### src/rtl/dmem_arbiter_if.sv
// dmem_arbiter_if: requester handshakes and dmem bus shared by dmem_arbiter and its environment
interface dmem_arbiter_if #(
  parameter int ADDR_W = 12,
  parameter int DATA_W = 32
);
  logic p_req, p_wren, p_gnt, p_rvalid;
  logic [ADDR_W-1:0] p_addr;
  logic [DATA_W-1:0] p_wdata, p_rdata;
  logic d_req, d_wren, d_gnt, d_rvalid;
  logic [ADDR_W-1:0] d_addr;
  logic [DATA_W-1:0] d_wdata, d_rdata;
  logic [ADDR_W-1:0] address_dmem;
  logic [DATA_W-1:0] data, q_dmem;
  logic wren;
  modport slave (
    input p_req, p_wren, p_addr, p_wdata, d_req, d_wren, d_addr, d_wdata, q_dmem,
    output p_gnt, p_rvalid, p_rdata, d_gnt, d_rvalid, d_rdata, address_dmem, data, wren
  );
  modport master (
    output p_req, p_wren, p_addr, p_wdata, d_req, d_wren, d_addr, d_wdata, q_dmem,
    input p_gnt, p_rvalid, p_rdata, d_gnt, d_rvalid, d_rdata, address_dmem, data, wren
  );
endinterface

### src/rtl/dmem_arbiter.sv
// dmem_arbiter: two-port dmem arbiter with drive/return pipeline; define DMEM_ARB_RR_EN for round-robin instead of fixed priority with a starvation limit
module dmem_arbiter #(
  parameter int ADDR_W = 12,
  parameter int DATA_W = 32,
  parameter int MAX_WAIT = 3
) (
  input logic clock,
  input logic reset,
  dmem_arbiter_if.slave bus
);
  typedef enum logic {LAST_P, LAST_D} owner_t;
  owner_t last, last_nxt;
  logic [3:0] wait_cnt, wait_nxt;
  logic p_acc, d_acc, rd_pend, rd_own, rv_p, rv_d;
  logic [DATA_W-1:0] rdata;
  always_comb begin
`ifdef DMEM_ARB_RR_EN
    d_acc = !reset && bus.d_req && (!bus.p_req || last == LAST_P);
`else
    d_acc = !reset && bus.d_req && (!bus.p_req || wait_cnt == 4'(MAX_WAIT));
`endif
    p_acc = !reset && bus.p_req && !d_acc;
    last_nxt = d_acc ? LAST_D : p_acc ? LAST_P : last;
    wait_nxt = (d_acc || !bus.d_req) ? 4'd0 : wait_cnt == 4'(MAX_WAIT) ? wait_cnt : wait_cnt + 4'd1;
  end
  assign bus.p_gnt = p_acc;
  assign bus.d_gnt = d_acc;
  assign bus.p_rvalid = rv_p;
  assign bus.d_rvalid = rv_d;
  assign bus.p_rdata = rv_p ? rdata : '0;
  assign bus.d_rdata = rv_d ? rdata : '0;
  always_ff @(posedge clock or posedge reset)
    if (reset) begin
      last <= LAST_D;
      wait_cnt <= '0;
      bus.wren <= 1'b0;
      bus.address_dmem <= '0;
      bus.data <= '0;
      rd_pend <= 1'b0;
      rd_own <= 1'b0;
      rv_p <= 1'b0;
      rv_d <= 1'b0;
      rdata <= '0;
    end else begin
      last <= last_nxt;
      wait_cnt <= wait_nxt;
      bus.wren <= d_acc ? bus.d_wren : p_acc && bus.p_wren;
      bus.address_dmem <= d_acc ? bus.d_addr : p_acc ? bus.p_addr : '0;
      bus.data <= d_acc ? bus.d_wdata : p_acc ? bus.p_wdata : '0;
      rd_pend <= d_acc ? !bus.d_wren : p_acc && !bus.p_wren;
      rd_own <= d_acc;
      rv_p <= rd_pend && !rd_own;
      rv_d <= rd_pend && rd_own;
      rdata <= rd_pend ? bus.q_dmem : '0;
    end
endmodule

### src/flat_wrapper.sv
// flat-port wrapper written by rule: the top's interface ports become plain ports
module dmem_arbiter_flat 
#(
  parameter int ADDR_W = 12,
  parameter int DATA_W = 32,
  parameter int MAX_WAIT = 3
)
  (clock, reset, bus_p_req, bus_p_wren, bus_p_addr, bus_p_wdata, bus_d_req, bus_d_wren, bus_d_addr, bus_d_wdata, bus_q_dmem, bus_p_gnt, bus_p_rvalid, bus_p_rdata, bus_d_gnt, bus_d_rvalid, bus_d_rdata, bus_address_dmem, bus_data, bus_wren);
  dmem_arbiter_if #(.ADDR_W(ADDR_W), .DATA_W(DATA_W)) bus_i ();
  input logic clock;
  input logic reset;
  input wire logic [$bits(bus_i.p_req)-1:0] bus_p_req;
  input wire logic [$bits(bus_i.p_wren)-1:0] bus_p_wren;
  input wire logic [$bits(bus_i.p_addr)-1:0] bus_p_addr;
  input wire logic [$bits(bus_i.p_wdata)-1:0] bus_p_wdata;
  input wire logic [$bits(bus_i.d_req)-1:0] bus_d_req;
  input wire logic [$bits(bus_i.d_wren)-1:0] bus_d_wren;
  input wire logic [$bits(bus_i.d_addr)-1:0] bus_d_addr;
  input wire logic [$bits(bus_i.d_wdata)-1:0] bus_d_wdata;
  input wire logic [$bits(bus_i.q_dmem)-1:0] bus_q_dmem;
  output wire logic [$bits(bus_i.p_gnt)-1:0] bus_p_gnt;
  output wire logic [$bits(bus_i.p_rvalid)-1:0] bus_p_rvalid;
  output wire logic [$bits(bus_i.p_rdata)-1:0] bus_p_rdata;
  output wire logic [$bits(bus_i.d_gnt)-1:0] bus_d_gnt;
  output wire logic [$bits(bus_i.d_rvalid)-1:0] bus_d_rvalid;
  output wire logic [$bits(bus_i.d_rdata)-1:0] bus_d_rdata;
  output wire logic [$bits(bus_i.address_dmem)-1:0] bus_address_dmem;
  output wire logic [$bits(bus_i.data)-1:0] bus_data;
  output wire logic [$bits(bus_i.wren)-1:0] bus_wren;
  assign bus_i.p_req = bus_p_req;
  assign bus_i.p_wren = bus_p_wren;
  assign bus_i.p_addr = bus_p_addr;
  assign bus_i.p_wdata = bus_p_wdata;
  assign bus_i.d_req = bus_d_req;
  assign bus_i.d_wren = bus_d_wren;
  assign bus_i.d_addr = bus_d_addr;
  assign bus_i.d_wdata = bus_d_wdata;
  assign bus_i.q_dmem = bus_q_dmem;
  assign bus_p_gnt = bus_i.p_gnt;
  assign bus_p_rvalid = bus_i.p_rvalid;
  assign bus_p_rdata = bus_i.p_rdata;
  assign bus_d_gnt = bus_i.d_gnt;
  assign bus_d_rvalid = bus_i.d_rvalid;
  assign bus_d_rdata = bus_i.d_rdata;
  assign bus_address_dmem = bus_i.address_dmem;
  assign bus_data = bus_i.data;
  assign bus_wren = bus_i.wren;
  dmem_arbiter #(.ADDR_W(ADDR_W), .DATA_W(DATA_W), .MAX_WAIT(MAX_WAIT)) u_core (.clock(clock), .reset(reset), .bus(bus_i));
endmodule
### config.mk
export PLATFORM = sky130hd
export DESIGN_NAME = dmem_arbiter_flat
export DESIGN_NICKNAME = d
export VERILOG_FILES = /design/src/rtl/dmem_arbiter_if.sv /design/src/rtl/dmem_arbiter.sv /design/src/flat_wrapper.sv
export SDC_FILE = /design/constraint.sdc
export NUM_CORES = 1
export LEC_CHECK = 0
export BUFFER_PORTS_ARGS = -buffer_cell sky130_fd_sc_hd__buf_2
export CORE_MARGIN = 2
export CORE_UTILIZATION = 37
export CTS_CLUSTER_SIZE = 30
export DETAILED_ROUTE_END_ITERATION = 10
export HOLD_SLACK_MARGIN = 0.02
export PLACE_DENSITY = 0.82
export SLEW_MARGIN = 15
export SYNTH_ARGS = -nofsm -noshare
export SYNTH_HDL_FRONTEND = slang
export SYNTH_SLANG_ARGS = --single-unit
### constraint.sdc
create_clock -name clock -period 2.4 [get_ports clock]
set_clock_uncertainty 0.2 [all_clocks]
set_input_delay 0.24 -clock clock [delete_from_list [all_inputs] [get_ports clock]]
set_output_delay 0.24 -clock clock [all_outputs]
set_load 0.01 [all_outputs]
==> After elaboration in Yosys (flattened, before gate mapping) <==
Index checks and enable logic that the tools add are counted.
{ "op_classes": {"add_sub_neg": 1, "multipliers": 0, "n_div": 0, "magnitude_cmp": 0, "n_eq_ne": 2, "n_shift": 0, "mux": 11, "bitwise_logic": 0, "reduce_logical": 17} }
{ "op_table": {"columns": ["cell", "n"], "rows": [
  ["$mux W32", 5],
  ["$mux W12", 2],
  ["$logic_and A1 B1 Y1", 8],
  ["$mux W4", 2],
  ["$logic_not A1 Y1", 7],
  ["$add A4 B1 Y4 const B", 1],
  ["$eq A4 B2 Y1 const B", 1],
  ["$logic_or A1 B1 Y1", 2],
  ["$mux W1", 2],
  ["$ne A2 B1 Y1 const B", 1]
]} }
{ "word_totals": {"reg_bits": 85, "latchBits": 0, "ram_bits": 0, "mem_bits_ro": 0, "output_inout_bits": 113, "memories": 0} }

==> Depth between registers and ports, before layout <==
Gate-level depths: netlist (run 1).
{ "depth": {"depth_word": 7, "depth_mapped": 6} }

==> Worst setup path after synthesis (run 1) <==
No wires, ideal clock.
{ "synth_timing": {"path_type": "register -> register", "startpoint": "reg u_core.wait_cnt[0]", "endpoint": "reg u_core.bus.address_dmem[0]", "setup_time_ps": 66, "t_arrival_ps": 1565, "required_ps": 2134, "path_slack_ps": 568, "stages_incl_launch_ff": 7, "n_path_buf": 2, "cell_sequence": "dfrtp_1 ha_1 nor3b_2 a21oi_1 buf_2 clkbuf_1 a22o_1"} }
{ "synth_via": {"elab_chain_cells": 7} }
{ "synth_rtl": {"columns": ["element", "line", "text"], "rows": [
  ["start, declared", "dmem_arbiter.sv:13", "logic [3:0] wait_cnt, wait_nxt;"],
  ["start signal, assigned", "dmem_arbiter.sv:46", "wait_cnt <= wait_nxt;"],
  ["$eq A4 B2 Y1 *", "dmem_arbiter.sv:20", "d_acc = !reset && bus.d_req && (!bus.p_req || wait_cnt == 4'(MAX_WAIT));"],
  ["$logic_or A1 B1 Y1 *", "dmem_arbiter.sv:20", null],
  ["$logic_and A1 B1 Y1 *", "dmem_arbiter.sv:20", null],
  ["$logic_not A1 Y1", "dmem_arbiter.sv:22", "p_acc = !reset && bus.p_req && !d_acc;"],
  ["$logic_and A1 B1 Y1", "dmem_arbiter.sv:22", null],
  ["$mux W12", "dmem_arbiter.sv:48", "bus.address_dmem <= d_acc ? bus.d_addr : p_acc ? bus.p_addr : '0;"],
  ["$mux W12 *", "dmem_arbiter.sv:48", null],
  ["end signal, assigned", "dmem_arbiter.sv:48", null],
  ["end, declared", "dmem_arbiter_if.sv:17", "output p_gnt, p_rvalid, p_rdata, d_gnt, d_rvalid, d_rdata, address_dmem, data, wren"]
]} }
Every way passes the cells marked *; elsewhere a longest branch is shown, timed or not.
A chain may end at the register's enable or synchronous reset.

==> Worst setup path in the final report (run 1) <==
{ "layout_timing": {"startpoint": "reg u_core.wait_cnt[0]", "endpoint": "reg u_core.bus.address_dmem[10]"} }
Same word-level chain as after synthesis.

==> metrics.txt, run 1 <==
Simple-Gate Fraction of Synth Area=20.5%; Worst path depth=5; Final Critical Period=2.33 ns; Worst slew margin=50.6%; clock network fraction of total power=between 30% and 40%; total CTS buffers=9; Routed WL=11900 µm; vias per cell=4.75; setup slack after layout=a little over 0.07 ns; Yosys Warn Count=0; max_cap viols=0; cells after synthesis=272; die area=0.0100 mm²; ratio of cells with drive above 1 in the final layout=42.0%; Cell Count, Final, Fillers Out=749; Synth area leader=dfrtp_1; WL/cell=15.9 µm; dpl cells=606; RSZ-0062 raised after global routing=no; post-route cell area=around 0.0062 mm²; Tightest Hold Check Type=in -> reg; Setup CP Type=reg -> reg; crit path cell chain=ha_2, or3b_4, a21oi_4, a22o_1, dlygate4sd3_1; Power Density=between 500 and 600 mW/mm²; Period Utilization, post-route=around 97%; slew of the pin with the lowest slew margin=between 0.7 and 0.8 ns; Req. time, crit path=2.49 ns; Post-Place Cell Area=0.00473 mm²; mapped cell area=between 0.003 and 0.004 mm²; Die W=~100 µm; final hold vios=0; area growth from synthesis to layout=82.5%; P_int=2.41 mW; Initial DRC Count=94; CP arrival=2.41 ns; die height=roughly 100 µm; initial antenna violation count=0; Crit path largest cell delay=a little under 0.6 ns; Max H-tree Level=3; syn_nets=399; Worst-path clk slew=0.09 ns; IO Pins=239; Port Buf Inserts=238; root buf cell=clkbuf_8; maximum fanout along the worst path=6; HPWL Detailed=6850 µm; Peak VDD IR=approximately 0.33 mV; routability cong.=0.793; Hold Crit Depth=3; Seq/Total Area, Yosys=62.4%; clk buf depth=2; Total GRT Usage=24.0%; final core occ=68.3%; starting density of the core=37.4%; GRT Residual Overflow=0; Crit-path slowest cell=dlygate4sd3_1; Yosys top cell area share=just over 60%; post-synthesis mux area share=0.330%; Net Switching=0.788 mW; Skew-Pair Late Insertion Delay=between 0.3 and 0.4 ns; Reg2Reg Depth=5; part of the power in registers=between 40% and 50%; number of core rows=35; wire length of the first global-routing pass=18200 µm; commonest cells after routing, fill and taps aside=buf_2, dlygate4sd3_1, and2_1; DRC=0; core area=~0.0091 mm²; CTS sink count=between 80 and 90; ant diodes=0; vias in the first global route=3820; switching share of power=24.6%; commonest non-fill, non-tap cell in the layout=buf_2; FF+latch count, synth=between 80 and 90; Fill cells=616; setup_tns=0 ns; status=finished, final reports clean; CP Buf/Inv Count=1; Synth Area in XOR/XNOR=0.257%; CTS tree=done; Final setup viols=0; drt first pass iters=4; top cells by area, synth=dfrtp_1, and2_1, a22o_1; Static Leak=3.44 nW; largest net degree at the start of global routing=40; Avg Cell Area, Syn=12.5 µm²; Unique masters post-synth=25; Post-Synth Adder-Cell Area=0.367%; Final Slew Violations=0; dpl ws=0.327 ns; final-stage net count=760; Largest delay share family, worst path=buffers and inverters; combinational family with the most area after synthesis=simple AND/OR/NAND/NOR gates; Synth Area in Compound Gates=12.8%; critical path launch point type=flip-flop; Comb power frac=16.5%; endpoint class of the critical path=flip-flop; via count=3560; Antenna Nets Post-Route=0; max frequency=0.430 GHz
## path summary, 6_finish.rpt
kind / start / end / slack, ns
worst max-delay path: u_core.wait_cnt[0] / u_core.bus.address_dmem[10] / 0.07
worst min-delay path: bus_p_req / u_core.wait_cnt[3] / 0.06
worst max register to register: u_core.wait_cnt[0] / u_core.bus.address_dmem[10] / 0.07
worst min register to register: u_core.rd_own / u_core.bus.p_rvalid / 0.22
max in group asynchronous: reset / u_core.rdata[0] / 0.96
min in group asynchronous: reset / u_core.bus.address_dmem[3] / 0.40
## cell usage after synthesis, drive strengths merged
master	count
and2	97
dfrtp	85
a22o	46
clkbuf	12
buf	7
nor3b	4
a21oi	3
inv	3
nand2b	2
nand3	2
a21boi	1
and3	1
ha	1
mux2	1
nand2	1
nor2	1
nor2b	1
o21a	1
or3	1
or3b	1
xor2	1
## registers in the layout (all words and copies together), names as in the netlist
register                 flops
u_core.rd_own                1
u_core.rdata                32
u_core.bus.wren              1
u_core.bus.address_dmem     12
u_core.bus.d_rvalid          1
u_core.bus.data             32
u_core.bus.p_rvalid          1
u_core.rd_pend               1
u_core.wait_cnt              4
## cells by family after synthesis
family                     count (synthesis)
DFF                                       85
AOI/OAI and AO/OA                         51
adders and majority gates                  1
xor gates and xnor gates                   1
and+or+nand+nor                          111
buffers and inverters                     22
muxes                                      1
## routing by layer
| metal | GRT usage [%] | vias to the layer above | share of wire [%] |
|---|---|---|---|
| li1 | - | 1638 | - |
| met1 | 24.2 | 1649 | 35 |
| met2 | 42.9 | 221 | 52 |
| met3 | 6.96 | 52 | 8.1 |
| met4 | 15.7 | 0 | 5.2 |
| met5 | 0 | - | 0 |
## worst reg2reg max path: cells and delay by family, from the launching register on
kind	cells	cell delay, ns
AO/OA/AOI/OAI	2	0.44
flip-flops	1	0.40
AND/OR/NAND/NOR	1	0.42
buffers and inverters	1	0.59
adder cells (fa/ha/maj)	1	0.22
## power groups by stage
stage | sequential, mW | clock (mW) | combinational [mW]
after floorplan | 1.58 | 0 | 0.137
after global placement | 1.57 | 0 | 0.339
after detailed placement | 1.57 | 0 | 0.350
after CTS | 1.55 | 1.15 | 0.508
after global routing | 1.56 | 1.22 | 0.571
final | 1.55 | 1.12 | 0.529
## final cells by class
| cell class | instances | area, µm² | share of cell area [%] |
|---|---|---|---|
| multi-input cells | 166 | 1210 | 19.4 |
| well taps | 111 | 139 | 2.23 |
| clock buffers | 9 | 124 | 1.99 |
| inverters | 3 | 15.0 | 0.241 |
| clock inverters | 7 | 97.6 | 1.57 |
| flip-flops and latches | 85 | 2130 | 34.2 |
| repair buffers | 368 | 2510 | 40.4 |
## metrics by stage
stage          power (mW)  hold slack (ns)
3_5_place_dp         1.92            0.203
2_1_floorplan        1.72            0.162
5_1_grt              3.35           0.0676
3_3_place_gp         1.91            0.198
4_1_cts              3.21           0.0211
6_report             3.20           0.0564
## repair_timing
item | CTS | global route
hold endpoints to repair | 113 | 0
setup buffers | 0 | 2
hold buffers | 124 | 0
gates resized for setup | 0 | 3
endpoints found under the setup margin | 0 | 9
Note: power is estimated with default switching activity, not from simulation.
==> inputs of run 2 (changes only) <==
CORE_MARGIN = 4   (was 2)
==> run 2 against run 1 <==
Register-to-register slack improved by 0.05 ns. Critical path depth unchanged. Die area increased by 8.2%. Flip-flop and latch count unchanged. Worst hold slack improved by 0.024 ns. Worst setup slack improved by 0.047 ns. Cell count increased by 0.67%. Clock power decreased by 9%. Count of clock-buffer cells in the layout increased by 1. Critical path type unchanged. Critical endpoint is now u_core.bus.address_dmem[2].
==> metrics.txt, run 2 (same netlist as run 1, synthesis figures left out) <==
HPWL Detailed=7420 µm; CTS tree=done; number of core rows=34; core area=0.00885 mm²; wire length of the first global-routing pass=19700 µm; initial antenna violation count=2; Routed WL=about 12000 µm; area growth from synthesis to layout=82.5%; Crit-path slowest cell=dlygate4sd3_1; max_cap viols=0; Largest regs=u_core.bus.data (32), u_core.rdata (32), u_core.bus.address_dmem (12); commonest cells after routing, fill and taps aside=buf_2, dlygate4sd3_1, and2_1; Crit path largest cell delay=0.55 ns; dpl cells=605; critical path launch point type=flip-flop; Final setup viols=0; final-stage net count=765; maximum fanout along the worst path=5; root buf cell=clkbuf_8; Port Buf Inserts=around 240; GRT Residual Overflow=0; WL/cell=16.3 µm; CP Buf/Inv Count=1; Hold Crit Depth=3; Power Density=roughly 500 mW/mm²; setup_tns=0 ns; Static Leak=3.44 nW; starting density of the core=38.5%; crit path cell chain=ha_1, or3b_1, a21oi_4, a22o_1, dlygate4sd3_1; Cell Count, Final, Fillers Out=754; slew of the pin with the lowest slew margin=0.716 ns; via count=3537; Max H-tree Level=3; clk buf depth=2; IO Pins=239; Design Power=3.09 mW; Reg2Reg Depth=5; Setup CP Type=reg -> reg; CTS sink count=85; Fin Hold WS=around 0.08 ns; Final Critical Period=2.28 ns; R2R Setup Slk=0.12 ns; reg2reg start=u_core.wait_cnt[0]; Skew-Pair Late Insertion Delay=0.34 ns; commonest non-fill, non-tap cell in the layout=buf_2; DRC=0; vias in the first global route=3891; final hold vios=0; Final Slew Violations=0; endpoint class of the critical path=flip-flop; worst r2r dst=u_core.bus.address_dmem[2]; routability cong.=0.736; max frequency=around 0.44 GHz; CP arrival=2.36 ns; Total GRT Usage=22.7%; ratio of cells with drive above 1 in the final layout=42.0%; die area=0.0108 mm²; Initial DRC Count=144; drt first pass iters=4; RSZ-0062 raised after global routing=no; total CTS buffers=9; Die W=104 µm; vias per cell=4.69; Largest delay share family, worst path=buffers and inverters; min-delay src=bus_p_req; largest net degree at the start of global routing=57; final core occ=70.4%; Hold Path Sink=u_core.wait_cnt[3]; Period Utilization, post-route=95.0%; Worst slew margin=between 50 and 60%; Antenna Nets Post-Route=0; Tightest Hold Check Type=in -> reg; Worst-path clk slew=about 0.09 ns; Peak VDD IR=0.296 mV; status=finished, final reports clean; die height=~100 µm; Req. time, crit path=about 2.5 ns
run 2: cell types whose count changed in the layout (fill, tap and decap cells not counted):
cell	previous run	this run
ha_1	0	1
clkbuf_1	0	1
or3b_1	0	1
clkinv_2	1	0
or3b_4	1	0
buf_12	3	2
bufinv_16	2	1
ha_2	1	0
clkinv_4	0	1
buf_4	3	9
diode_2	0	3
run 2: layout make-up:
type                    count  area [µm²]
fillers                   605        2620
repair buffers            373        2540
flip-flops and latches     85        2130
multi-input cells         166        1200
well taps                 108         135
clock buffers              10         128
clock inverters             6        71.3
inverters                   3        15.0
diodes                      3        7.51
run 2: power by group:
part	internal, mW	switching (mW)
Clock	0.491	0.525
Sequential	1.50	0.0417
Combinational	0.316	0.214
run 2: metrics by stage:
stage / setup WS (ns) / area (µm²)
after CTS: 0.00180 / 6170
after global placement: 0.407 / 4730
after global routing: 0.00428 / 6220
final: 0.120 / 6230
after detailed placement: 0.318 / 4730
after floorplan: 0.568 / 3410
run 2: per-layer routing:
layer  part of all wire [%]  up-vias  global-route usage (%)
met5                      0        -                       0
met4                    4.6        0                    12.3
met3                     10       47                    8.44
met2                     49      214                    38.1
met1                     36     1627                    24.8
li1                       -     1649                       -
run 2: worst max path at each step:
stage                        from                          to  slack, ns  depth (start not counted)
2_1_floorplan  u_core.wait_cnt[0]  u_core.bus.address_dmem[0]       0.57                          6
3_3_place_gp   u_core.wait_cnt[0]          u_core.bus.data[4]       0.41                          5
3_5_place_dp   u_core.wait_cnt[0]          u_core.bus.data[7]       0.32                          5
4_1_cts        u_core.wait_cnt[0]                   bus_d_gnt      0.002                          4
5_1_grt        u_core.wait_cnt[0]  u_core.bus.address_dmem[2]      0.004                          5
6_report       u_core.wait_cnt[0]  u_core.bus.address_dmem[2]       0.12                          5
run 2: what timing repair did:
action | in CTS | in global routing
resized for setup | 0 | 1
buffers inserted | 0 | 5
hold buffers | 124 | 0
setup endpoints to repair | 0 | 4
hold endpoints to repair | 111 | 0
run 2: worst reg2reg max path: cells and delay by family (launching register included):
kind / cells / cell delay (ns)
and+or+nand+nor: 1 / 0.45
AOI/OAI and AO/OA: 2 / 0.40
DFF: 1 / 0.40
buffers and inverters: 1 / 0.55
adders and majority gates: 1 / 0.22
==> inputs of run 3 (changes only) <==
CELL_PAD_IN_SITES_DETAIL_PLACEMENT = 0   (was not set)
CELL_PAD_IN_SITES_GLOBAL_PLACEMENT = 1   (was not set)
CORE_UTILIZATION = 30   (was 37)
PLACE_DENSITY = 0.86   (was 0.82)
clock period = 2.6 ns   (was 2.4 ns; I/O delays follow)
==> run 3 against run 2 <==
Critical path depth rose by 1. Count of clock-buffer cells in the layout rose by 1. Clock power rose by 44%. Total power rose by 9.2%. Maximum frequency shrank 7.4%. First-iteration DRC count decreased by 15%. Sequential power decreased by 7%. Non-clock buffer count is 6 lower. Die area increased by 21%. Final area up 1.9%. Worst hold slack lost 0.035 ns. Core utilization decreased by 13 points. Critical path type unchanged. Highest routed layer unchanged.
==> metrics.txt, run 3 (same netlist as run 1, synthesis figures left out) <==
GRT Residual Overflow=0; commonest cells after routing, fill and taps aside=buf_2, dlygate4sd3_1, and2_1; setup bufs post-CTS=0; Antenna Nets Post-Route=0; initial antenna violation count=0; die height=approximately 110 µm; status=finished, final reports clean; Req. time, crit path=2.66 ns; final-stage net count=758; Port Buf Inserts=238; Max H-tree Level=3; Final Critical Period=2.46 ns; core area=around 0.011 mm²; IO Pins=roughly 240; Initial DRC Count=roughly 120; Static Leak=3.50 nW; largest net degree at the start of global routing=48; critical path launch point type=flip-flop; max frequency=just over 0.4 GHz; ratio of cells with drive above 1 in the final layout=between 40% and 50%; Power Density=around 530 mW/mm²; Worst-path clk slew=0.06 ns; busiest grt layer=met2; Crit path largest cell delay=0.54 ns; Setup CP Type=reg -> reg; CTS tree=done; number of core rows=38; Fin Hold WS=0.0449 ns; Final setup viols=0; endpoint class of the critical path=flip-flop; drt first pass iters=4; Routed WL=11900 µm; post-cts resize count=0; Largest regs=u_core.bus.data (32), u_core.rdata (32), u_core.bus.address_dmem (12); Die W=between 100 and 150 µm; clk buf depth=2; total CTS buffers=9; starting density of the core=31.1%; hold_buf cts=124; RSZ-0062 raised after global routing=no; Final Slew Violations=0; Crit-path slowest cell=dlygate4sd3_1; CTS sink count=85; vias per cell=4.49; WL/cell=~15 µm; CP arrival=2.52 ns; routability cong.=around 0.73; dpl cells=roughly 640; final core occ=57.7%; slew of the pin with the lowest slew margin=around 0.76 ns; grt met1 use=19.1%; Worst slew margin=approximately half; DRC=0; crit path cell chain=ha_1, nor3b_2, a21oi_4, buf_12, a22o_1, dlygate4sd3_1; area growth from synthesis to layout=86.0%; Tightest Hold Check Type=in -> reg; Post-Place Cell Area=0.00475 mm²; Peak VDD IR=just under 0.3 mV; commonest non-fill, non-tap cell in the layout=buf_2; wire length of the first global-routing pass=18600 µm; dpl ws=about 0.49 ns; Total GRT Usage=18.3%; maximum fanout along the worst path=35; die area=0.0131 mm²; Skew-Pair Late Insertion Delay=0.32 ns; final hold vios=0; GRT met3 Usage=6.55%; Cell Count, Final, Fillers Out=roughly 780; Design Power=3.38 mW; Period Utilization, post-route=94.7%; GR Util met2=32.4%; root buf cell=clkbuf_16; setup_tns=0 ns; HPWL Detailed=7510 µm; post-route cell area=0.00634 mm²; setup slack after layout=0.138 ns; via count=3494; max_cap viols=0; vias in the first global route=between 3k and 4k
-- run 3: changes by cell type in the layout (fill, tap and decap cells not counted), sizes merged, moves of 2 or more --
cell | previous run | this run
buf | 249 | 243
bufinv | 1 | 3
clkinvlp | 3 | 1
inv | 4 | 2
-- run 3: power by group --
part / leakage [nW] / total (mW) / internal [mW] / switching (mW)
sequential: 1.14 / 1.43 / 1.39 / 0.0375
clock: 0.170 / 1.47 / 0.968 / 0.501
combinational: 2.19 / 0.479 / 0.286 / 0.193
-- run 3: path summary, 6_finish.rpt --
kind / from / end / slack, ns / depth (start not counted)
min in group asynchronous: reset / u_core.bus.data[29] / 0.48 / 4
hold reg to reg: u_core.rd_own / u_core.bus.p_rvalid / 0.22 / 1
hold / removal: bus_p_wren / u_core.rd_pend / 0.04 / 3
setup / recovery: u_core.wait_cnt[0] / u_core.bus.data[31] / 0.14 / 6
setup reg to reg: u_core.wait_cnt[0] / u_core.bus.data[31] / 0.14 / 6
max in group asynchronous: reset / u_core.rdata[28] / 1.29 / 4
-- run 3: metal layers --
metal  vias to the layer above  part of all wire, %
met2                       195                   52
met5                         -                    0
li1                       1634                    -
met4                         0                  3.3
met3                        35                   10
met1                      1630                   35
-- run 3: critical path: cells and delay by family (launching register included) --
family / cells / cell delay [ns]
flip-flops: 1 / 0.40
buffers and inverters: 2 / 0.79
AND/OR/NAND/NOR: 1 / 0.20
adder cells (fa/ha/maj): 1 / 0.24
AO/OA/AOI/OAI: 2 / 0.55
-- run 3: final cells by class --
cell class              instances  area [µm²]
inverters                       3        15.0
flip-flops and latches         85        2130
diodes                          2        5.00
fillers                       839        4640
well taps                     140         175
multi-input cells             165        1190
clock inverters                 5         108
repair buffers                367        2480
clock buffers                  11         243
